[src/rtl/data_mem_arbiter_if.sv]
// One requester port of the data memory arbiter: request fields in, completion response out.
interface data_mem_arbiter_if;
  logic        req;
  logic        we;
  logic [31:0] addr;
  logic [31:0] wdata;
  logic        ack;
  logic        err;
  logic [31:0] rdata;

  modport master (output req, we, addr, wdata, input ack, err, rdata);
  modport slave  (input req, we, addr, wdata, output ack, err, rdata);
endinterface

[src/rtl/data_mem_arbiter.sv]
// Two-port arbiter and access sequencer in front of the single-port data memory.
// Each grant runs IDLE -> ACCESS -> DONE; rejected accesses go straight to DONE and never strobe memory.
module data_mem_arbiter #(
  parameter int unsigned ADDR_LIMIT = 65536,
  parameter bit          FIXED_PRIO = 1'b0,
  parameter int unsigned CNT_W      = 16
) (
  input  logic              clk,
  input  logic              rst,
  data_mem_arbiter_if.slave p0,
  data_mem_arbiter_if.slave p1,
  output logic [31:0]       mem_address,
  output logic [31:0]       mem_write_data,
  output logic              mem_read,
  output logic              mem_write,
  input  logic [31:0]       mem_read_data,
  output logic              busy,
  output logic              owner,
  output logic [CNT_W-1:0]  p0_count,
  output logic [CNT_W-1:0]  p1_count
);
  typedef enum logic [1:0] {IDLE, ACCESS, DONE} state_e;

  localparam logic [32:0]      MAX_ADDR = 33'(ADDR_LIMIT) - 33'd4;
  localparam logic [CNT_W-1:0] CNT_MAX  = '1;

  state_e           state_q, state_d;
  logic             owner_q, owner_d;
  logic             we_q, we_d;
  logic             err_q, err_d;
  logic [31:0]      rdata_q, rdata_d;
  logic             mem_read_q, mem_read_d;
  logic             mem_write_q, mem_write_d;
  logic [31:0]      mem_address_q, mem_address_d;
  logic [31:0]      mem_write_data_q, mem_write_data_d;
  logic             ack0_q, ack0_d, ack1_q, ack1_d;
  logic             err0_q, err0_d, err1_q, err1_d;
  logic [31:0]      rdata0_q, rdata0_d, rdata1_q, rdata1_d;
  logic [CNT_W-1:0] cnt0_q, cnt0_d, cnt1_q, cnt1_d;

  logic        win;
  logic        sel_we;
  logic        illegal;
  logic [31:0] sel_addr;
  logic [31:0] sel_wdata;
  logic [31:0] done_rdata;

  // Round-robin tie-break favours the port that did not win last.
  always_comb begin
    if (p0.req && !p1.req)      win = 1'b0;
    else if (p1.req && !p0.req) win = 1'b1;
    else                        win = FIXED_PRIO ? 1'b0 : ~owner_q;
    sel_we    = win ? p1.we    : p0.we;
    sel_addr  = win ? p1.addr  : p0.addr;
    sel_wdata = win ? p1.wdata : p0.wdata;
    illegal   = (sel_addr[1:0] != 2'b00) || ({1'b0, sel_addr} > MAX_ADDR);
  end

  assign done_rdata = (err_q || we_q) ? '0 : rdata_q;

  always_comb begin
    // NOTE: every signal written here gets a default first, so no latch can be inferred.
    state_d          = state_q;
    owner_d          = owner_q;
    we_d             = we_q;
    err_d            = err_q;
    rdata_d          = rdata_q;
    mem_address_d    = mem_address_q;
    mem_write_data_d = mem_write_data_q;
    mem_read_d       = 1'b0;
    mem_write_d      = 1'b0;
    ack0_d           = 1'b0;
    ack1_d           = 1'b0;
    err0_d           = 1'b0;
    err1_d           = 1'b0;
    rdata0_d         = '0;
    rdata1_d         = '0;
    cnt0_d           = cnt0_q;
    cnt1_d           = cnt1_q;

    unique case (state_q)
      IDLE: begin
        if (p0.req || p1.req) begin
          owner_d = win;
          we_d    = sel_we;
          err_d   = illegal;
          if (illegal) begin
            state_d = DONE;
          end else begin
            state_d          = ACCESS;
            mem_read_d       = ~sel_we;
            mem_write_d      = sel_we;
            mem_address_d    = sel_addr;
            mem_write_data_d = sel_wdata;
          end
        end
      end
      ACCESS: begin
        state_d = DONE;
        rdata_d = we_q ? '0 : mem_read_data;
      end
      DONE: begin
        state_d = IDLE;
        if (owner_q) begin
          ack1_d   = 1'b1;
          err1_d   = err_q;
          rdata1_d = done_rdata;
          if (!err_q && cnt1_q != CNT_MAX) cnt1_d = cnt1_q + 1'b1;
        end else begin
          ack0_d   = 1'b1;
          err0_d   = err_q;
          rdata0_d = done_rdata;
          if (!err_q && cnt0_q != CNT_MAX) cnt0_d = cnt0_q + 1'b1;
        end
      end
      default: state_d = IDLE;
    endcase
  end

  // NOTE: sequential state is updated with non-blocking assignments only.
  always_ff @(posedge clk or posedge rst) begin
    if (rst) begin
      state_q          <= IDLE;
      owner_q          <= 1'b1;
      we_q             <= 1'b0;
      err_q            <= 1'b0;
      rdata_q          <= '0;
      mem_read_q       <= 1'b0;
      mem_write_q      <= 1'b0;
      mem_address_q    <= '0;
      mem_write_data_q <= '0;
      ack0_q           <= 1'b0;
      ack1_q           <= 1'b0;
      err0_q           <= 1'b0;
      err1_q           <= 1'b0;
      rdata0_q         <= '0;
      rdata1_q         <= '0;
      cnt0_q           <= '0;
      cnt1_q           <= '0;
    end else begin
      state_q          <= state_d;
      owner_q          <= owner_d;
      we_q             <= we_d;
      err_q            <= err_d;
      rdata_q          <= rdata_d;
      mem_read_q       <= mem_read_d;
      mem_write_q      <= mem_write_d;
      mem_address_q    <= mem_address_d;
      mem_write_data_q <= mem_write_data_d;
      ack0_q           <= ack0_d;
      ack1_q           <= ack1_d;
      err0_q           <= err0_d;
      err1_q           <= err1_d;
      rdata0_q         <= rdata0_d;
      rdata1_q         <= rdata1_d;
      cnt0_q           <= cnt0_d;
      cnt1_q           <= cnt1_d;
    end
  end

  assign p0.ack         = ack0_q;
  assign p0.err         = err0_q;
  assign p0.rdata       = rdata0_q;
  assign p1.ack         = ack1_q;
  assign p1.err         = err1_q;
  assign p1.rdata       = rdata1_q;
  assign mem_address    = mem_address_q;
  assign mem_write_data = mem_write_data_q;
  assign mem_read       = mem_read_q;
  assign mem_write      = mem_write_q;
  assign busy           = (state_q != IDLE);
  assign owner          = owner_q;
  assign p0_count       = cnt0_q;
  assign p1_count       = cnt1_q;
endmodule

[src/flat_wrapper.sv]
// flat-port wrapper written by rule: the top's interface ports become plain ports
module data_mem_arbiter_flat 
#(
  parameter int unsigned ADDR_LIMIT = 65536,
  parameter bit          FIXED_PRIO = 1'b0,
  parameter int unsigned CNT_W      = 16
)
  (clk, rst, mem_address, mem_write_data, mem_read, mem_write, mem_read_data, busy, owner, p0_count, p1_count, p0_req, p0_we, p0_addr, p0_wdata, p0_ack, p0_err, p0_rdata, p1_req, p1_we, p1_addr, p1_wdata, p1_ack, p1_err, p1_rdata);
  data_mem_arbiter_if p0_i ();
  data_mem_arbiter_if p1_i ();
  input  logic clk;
  input  logic rst;
  output logic [31:0] mem_address;
  output logic [31:0] mem_write_data;
  output logic mem_read;
  output logic mem_write;
  input  logic [31:0] mem_read_data;
  output logic busy;
  output logic owner;
  output logic [CNT_W-1:0] p0_count;
  output logic [CNT_W-1:0] p1_count;
  input wire logic [$bits(p0_i.req)-1:0] p0_req;
  input wire logic [$bits(p0_i.we)-1:0] p0_we;
  input wire logic [$bits(p0_i.addr)-1:0] p0_addr;
  input wire logic [$bits(p0_i.wdata)-1:0] p0_wdata;
  output wire logic [$bits(p0_i.ack)-1:0] p0_ack;
  output wire logic [$bits(p0_i.err)-1:0] p0_err;
  output wire logic [$bits(p0_i.rdata)-1:0] p0_rdata;
  input wire logic [$bits(p1_i.req)-1:0] p1_req;
  input wire logic [$bits(p1_i.we)-1:0] p1_we;
  input wire logic [$bits(p1_i.addr)-1:0] p1_addr;
  input wire logic [$bits(p1_i.wdata)-1:0] p1_wdata;
  output wire logic [$bits(p1_i.ack)-1:0] p1_ack;
  output wire logic [$bits(p1_i.err)-1:0] p1_err;
  output wire logic [$bits(p1_i.rdata)-1:0] p1_rdata;
  assign p0_i.req = p0_req;
  assign p0_i.we = p0_we;
  assign p0_i.addr = p0_addr;
  assign p0_i.wdata = p0_wdata;
  assign p0_ack = p0_i.ack;
  assign p0_err = p0_i.err;
  assign p0_rdata = p0_i.rdata;
  assign p1_i.req = p1_req;
  assign p1_i.we = p1_we;
  assign p1_i.addr = p1_addr;
  assign p1_i.wdata = p1_wdata;
  assign p1_ack = p1_i.ack;
  assign p1_err = p1_i.err;
  assign p1_rdata = p1_i.rdata;
  data_mem_arbiter #(.ADDR_LIMIT(ADDR_LIMIT), .FIXED_PRIO(FIXED_PRIO), .CNT_W(CNT_W)) u_core (.clk(clk), .rst(rst), .p0(p0_i), .p1(p1_i), .mem_address(mem_address), .mem_write_data(mem_write_data), .mem_read(mem_read), .mem_write(mem_write), .mem_read_data(mem_read_data), .busy(busy), .owner(owner), .p0_count(p0_count), .p1_count(p1_count));
endmodule
[config.mk]
export PLATFORM = sky130hd
export DESIGN_NAME = data_mem_arbiter_flat
export DESIGN_NICKNAME = d
export VERILOG_FILES = /design/src/rtl/data_mem_arbiter_if.sv /design/src/rtl/data_mem_arbiter.sv /design/src/flat_wrapper.sv
export SDC_FILE = /design/constraint.sdc
export NUM_CORES = 1
export LEC_CHECK = 0
export CAP_MARGIN = 10
export CORE_UTILIZATION = 43
export DETAILED_ROUTE_END_ITERATION = 8
export PLACE_DENSITY = 0.8
export SYNTH_ARGS = -nofsm -noshare
export SYNTH_HDL_FRONTEND = slang
export SYNTH_SLANG_ARGS = --single-unit
[constraint.sdc]
create_clock -name clk -period 7 [get_ports clk]
set_input_delay 0.7 -clock clk [delete_from_list [all_inputs] [get_ports clk]]
set_output_delay 0.7 -clock clk [all_outputs]
set_load 0.02 [all_outputs]
# Word-level counts from Yosys, hierarchy flattened
# Cells that the tools add are included.
word_totals:
  out_inout_bits: 168
  word_cells: 73
  reg_bits: 203
classes:
  add_sub_neg: 2
  eq_ne: 5
  muxes: 28
  bitwise: 3
  n_lt_le_gt_ge: 1
  n_reduce_logical: 17
op_table:
  columns: ["op", "n"]
  rows:
  - ["2-to-1 mux 32 bit", 8]
  - ["adder 16 x 1 -> 16 bit (second input constant)", 2]
  - ["> comparator 32 x 16 -> 1 bit (second input constant)", 1]
  - ["inequality test 16 bit (second input constant)", 2]
  - ["2-to-1 mux 1 bit", 17]
  - ["AND reduction 3 bit", 3]
  - ["logical AND 1 bit", 4]
  - ["2-to-1 mux 2 bit", 2]
  - ["one-hot mux 2 bit (2 select lines)", 1]
  - ["nonzero test 2 bit", 2]
  - ["zero test 1 bit", 3]
  - ["logical OR 1 bit", 3]
  - ["inverter 1 bit", 3]
  - ["== test 2 x 1 -> 1 bit (second input constant)", 1]
  - ["== test 2 bit (second input constant)", 1]
  - ["zero test 2 bit", 1]
  - ["inequality test 2 x 1 -> 1 bit (second input constant)", 1]
  - ["AND reduction 2 bit", 1]

# Logic depth before layout (Yosys ltp)
logic_depth:
  ltp_word: 10
  depth_mapped: 7

# Worst setup path after synthesis
# No wires, ideal clock.
synth_path:
  path_type: "input port to flip-flop"
  start: "in p0_addr[24]"
  end: "reg u_core.mem_address_q[10], in the netlist u_core.mem_address[10]"
  slack_ns: 4.701
  stages: 7
  setup_time_ns: 0.125
  t_arrival_ns: 2.173
  path_cell_list: "or4_1 -> nor3_2 -> and3_4 -> o21ai_2 -> buf_6 -> buf_8 -> mux2_4"
synth_between:
  elab_chain_cells: 5
synth_rtl:
  columns: ["element", "line_no", "rtl"]
  rows:
  - ["start, declared", "flat_wrapper.sv:24", "input wire logic [$bits(p0_i.addr)-1:0] p0_addr;"]
  - ["2-to-1 mux 32 bit", "data_mem_arbiter.sv:54", "sel_addr = win ? p1.addr : p0.addr;"]
  - ["> comparator 32 x 16 -> 1 bit", "data_mem_arbiter.sv:56", "illegal = (sel_addr[1:0] != 2'b00) || ({1'b0, sel_addr} > MAX_ADDR);"]
  - ["logical OR 1 bit", "data_mem_arbiter.sv:56", null]
  - ["inverter 1 bit (no line)", null, null]
  - ["AND reduction 3 bit (no line)", null, null]
  - ["end signal, assigned", "data_mem_arbiter.sv:148", "mem_address_q <= mem_address_d;"]
  - ["end, declared", "data_mem_arbiter.sv:34", "logic [31:0] mem_address_q, mem_address_d;"]
# No other way between the ends.
# A chain may end at the register's enable or synchronous reset.

# Final worst setup path
layout_path:
  start: "in p1_req"
  end: "reg u_core.mem_write_data_q[30], in the netlist u_core.mem_write_data[30]"
layout_between:
  elab_chain_cells: 8
layout_rtl:
  columns: ["element", "line_no", "rtl"]
  rows:
  - ["start, declared", "flat_wrapper.sv:29", "input wire logic [$bits(p1_i.req)-1:0] p1_req;"]
  - ["logical AND 1 bit / zero test 1 bit (equally long branches)", "data_mem_arbiter.sv:51, data_mem_arbiter.sv:50", null]
  - ["2-to-1 mux 1 bit / logical AND 1 bit (equally long branches)", "data_mem_arbiter.sv:51, data_mem_arbiter.sv:50", null]
  - ["2-to-1 mux 1 bit", "data_mem_arbiter.sv:50", "if (p0.req && !p1.req) win = 1'b0;"]
  - ["2-to-1 mux 32 bit", "data_mem_arbiter.sv:54", null]
  - ["> comparator 32 x 16 -> 1 bit / nonzero test 2 bit (equally long branches)", "data_mem_arbiter.sv:56", null]
  - ["logical OR 1 bit", "data_mem_arbiter.sv:56", null]
  - ["inverter 1 bit (no line)", null, null]
  - ["AND reduction 3 bit (no line)", null, null]
  - ["end signal, assigned", "data_mem_arbiter.sv:149", "mem_write_data_q <= mem_write_data_d;"]
  - ["end, declared", "data_mem_arbiter.sv:35", "logic [31:0] mem_write_data_q, mem_write_data_d;"]
# Several ways; a longest one is shown, not always the timed one.

==> results.sh <==
export IMPL_status="finished clean"
export IMPL_insertion_delay_ns=0.49
export IMPL_cpLargestDelayFamily="buffers and inverters"
export IMPL_numPortBuffers=333
export IMPL_placed_cells=1193
export IMPL_cp_common_cell="buf_4"
export IMPL_setup_viol_count_final=0
export IMPL_timing_final_crit_share_pct=43.7
export IMPL_leakagePower_nw=5.69
export IMPL_drc_errors=0
export IMPL_skew_ns=0.0122
export IMPL_synth_cell_types=48
export IMPL_cts_hold_buf=0
export IMPL_clk_pin_slew_ns=0.06
export IMPL_antenna_cells=0
export IMPL_routedWlPerCell_um=17.5
export IMPL_p_total_mw=2.88
export IMPL_cp_arrival_ns=3.43
export IMPL_hold_class="flop to flop"
export IMPL_final_max_slew_viol_count=0
export IMPL_antenna_found_initial=0
export IMPL_cts_tree="yes"
export IMPL_wl_mm=21.5
export IMPL_peakVddDrop_v=0.000156
export IMPL_grt_pass1_vias=6248
export IMPL_drv_cap=0
export IMPL_worst_path_max_fanout=57
export IMPL_dpl_hpwl_mm=15.4
export IMPL_row_count=50
export IMPL_cts_setup_buffers=0
export IMPL_slowest_delay_ns=0.62
export IMPL_post_synth_cell_area_avg_um2=12.7
export IMPL_die_h_um=140
export IMPL_fmax_ghz=0.327
export IMPL_syn_num_nets=820
export IMPL_grt_usage_pct=21.8
export IMPL_final_cell_count_no_fill=1232
export IMPL_synth_seq_area_share_pct=61.6
export IMPL_tns_ns=0
export IMPL_critPathSlowestCell="buf_4"
export IMPL_ant_nets=0
export IMPL_grt_max_degree=136
export IMPL_cts_root_buf="clkbuf_16"
export IMPL_worstPathRequired_ns=7.37
export IMPL_cts_sinks=203
export IMPL_cts_buffers=22
export IMPL_die_width_um=140
export IMPL_coreArea_um2=18800
export IMPL_async_flop_share_pct=100
export IMPL_critical_path_class="primary input to flop"
export IMPL_ios=334
export IMPL_synthesis_instances=652
export IMPL_end_kind="flop"
export IMPL_clockBufferDepth=3
export IMPL_overflow=0
export IMPL_vias=6044
export IMPL_vias_per_cell=4.91
export IMPL_synth_main_ff_cell="dfrtp_1"
export IMPL_layout_drive_gt1_share_pct=14.8
export IMPL_fin_crit_ns=3.06
export IMPL_synth_edf_count=0
export IMPL_crit_chain="clkdlybuf4s50_1 > inv_1 > maj3_2 > buf_4 > nor3_2 > o21ai_4 > buf_4 > mux2_2"
export IMPL_path_buf_inv=4
export IMPL_slew_limit_headroom_pct=25.5
export IMPL_globalplace_congestion=0.802
export IMPL_drtPass1Iterations=4
export IMPL_cp_start_kind="primary input"
export IMPL_fillCellCount=1420
export IMPL_htreeDepth=1
export IMPL_grt_first_pass_wirelength_mm=33.3
export IMPL_fp_dieArea_um2=19700
export IMPL_synth_seq_cells=203
export IMPL_worst_slew_pin_slew_ns=1.12
export IMPL_powerDensity_nw_per_um2=230
export IMPL_grt_setup_unrepaired="no"
export IMPL_synth_area_um2=8250
export IMPL_area_growth_pct=51.6
export IMPL_hold_viol=0
export IMPL_drt_iter0_markers=203
export IMPL_holdWs_ns=0.486
export IMPL_ys_warn_count=0
export IMPL_start_util_pct=43.9
export IMPL_nNetsFinal=1151
export IMPL_cts_resized_gates=0
## metrics by stage
| step | util (%) | instance area, um2 | setup slack, ns |
|---|---|---|---|
| 6_report | 66.6 | 12500 | 3.94 |
| 2_1_floorplan | - | 8250 | 0.763 |
| 4_1_cts | 66.6 | 12500 | 3.92 |
| 3_5_place_dp | 62.8 | 11800 | 3.40 |
| 5_1_grt | 66.6 | 12500 | 3.78 |
| 3_3_place_gp | 62.8 | 11800 | 3.46 |
## where the power goes
group / switching, mW / internal, mW / total (mW)
logic: 0.203 / 0.261 / 0.465
clock network: 0.450 / 0.680 / 1.13
registers: 0.0577 / 1.22 / 1.28
## synth_stat cells (6+ instances only)
library cell / n / area, um2
xnor2_1: 14 / 123
xor2_1: 11 / 96.3
inv_1: 7 / 26.3
buf_2: 6 / 30.0
nor4_1: 8 / 50.1
mux2_4: 9 / 135
nand4_1: 8 / 50.1
clkbuf_1: 22 / 82.6
o21ai_0: 33 / 165
and2_1: 85 / 532
nand2b_1: 35 / 219
dfrtp_1: 202 / 5050
nand3_1: 12 / 60.1
nand2_1: 42 / 158
nor2_1: 18 / 67.6
a21oi_1: 6 / 30.0
and3_1: 9 / 56.3
mux2_2: 85 / 957
## routing by layer
metal / wire, um / vias to the layer above / track usage, %
li1: - / 2857 / -
met1: 8510 / 2910 / 25.9
met2: 11100 / 246 / 39.5
met3: 1350 / 31 / 4.65
met4: 519 / 0 / 6.24
met5: 0 / - / 0
## cells by family (layout without fill, tap and decap cells)
family | count (synthesis) | after routing | share of synthesized area (%)
AND/OR/NAND/NOR | 238 | 238 | 16.4
flip-flops | 203 | 203 | 61.6
multiplexers | 96 | 96 | 13.5
AO/OA/AOI/OAI | 49 | 49 | 3.37
buffers and inverters | 38 | 384 | 2.05
XOR/XNOR | 25 | 25 | 2.65
adder cells (fa/ha/maj) | 3 | 3 | 0.440
## worst paths after layout
check / from / endpoint / slack [ns] / depth (start not counted)
max reg2reg: u_core.owner / u_core.mem_write_data[30] / 4.00 / 6
min: u_core.mem_address[24] / u_core.mem_address[24] / 0.49 / 1
max in group asynchronous: rst / u_core.p1.rdata[2] / 4.79 / 3
max: p1_req / u_core.mem_write_data[30] / 3.94 / 8
min reg2reg: u_core.mem_address[24] / u_core.mem_address[24] / 0.49 / 1
min in group asynchronous: rst / u_core.p0.rdata[18] / 0.78 / 2
## state kept, by name, summed over array words and instances (netlist names)
register               flops
u_core.err_q               1
u_core.mem_address        32
u_core.mem_read            1
u_core.mem_write           1
u_core.mem_write_data     32
u_core.owner               1
u_core.p0.ack              1
u_core.p0.err              1
u_core.p0.rdata           32
u_core.p0_count           16
u_core.p1.ack              1
u_core.p1.err              1
u_core.p1.rdata           32
u_core.p1_count           16
u_core.rdata_q            32
u_core.state_q             2
u_core.we_q                1
## final cells by class
class / instances / area, um2 / share of cell area [%]
Inverter: 7 / 33.8 / 0.270
Multi-Input combinational cell: 411 / 3010 / 24.1
Timing Repair Buffer: 338 / 3370 / 27.0
Tap cell: 234 / 293 / 2.34
Clock buffer: 31 / 646 / 5.16
Sequential cell: 203 / 5080 / 40.6
Clock inverter: 8 / 71.3 / 0.570
## cells in the final DEF (no fill, tap or decap), types with 8 or more instances in the layout
cell type and count:
clkdlybuf4s50_1 333, dfrtp_1 202, and2_1 85, mux2_2 85
nand2_1 42, nand2b_1 34, o21ai_0 33, clkbuf_16 23
nor2_1 18, xnor2_1 14, nand3_1 12, xor2_1 11
and3_1 9, mux2_4 9, nand4_1 8, nor4_1 8
Power figures use the tool's default switching activity.
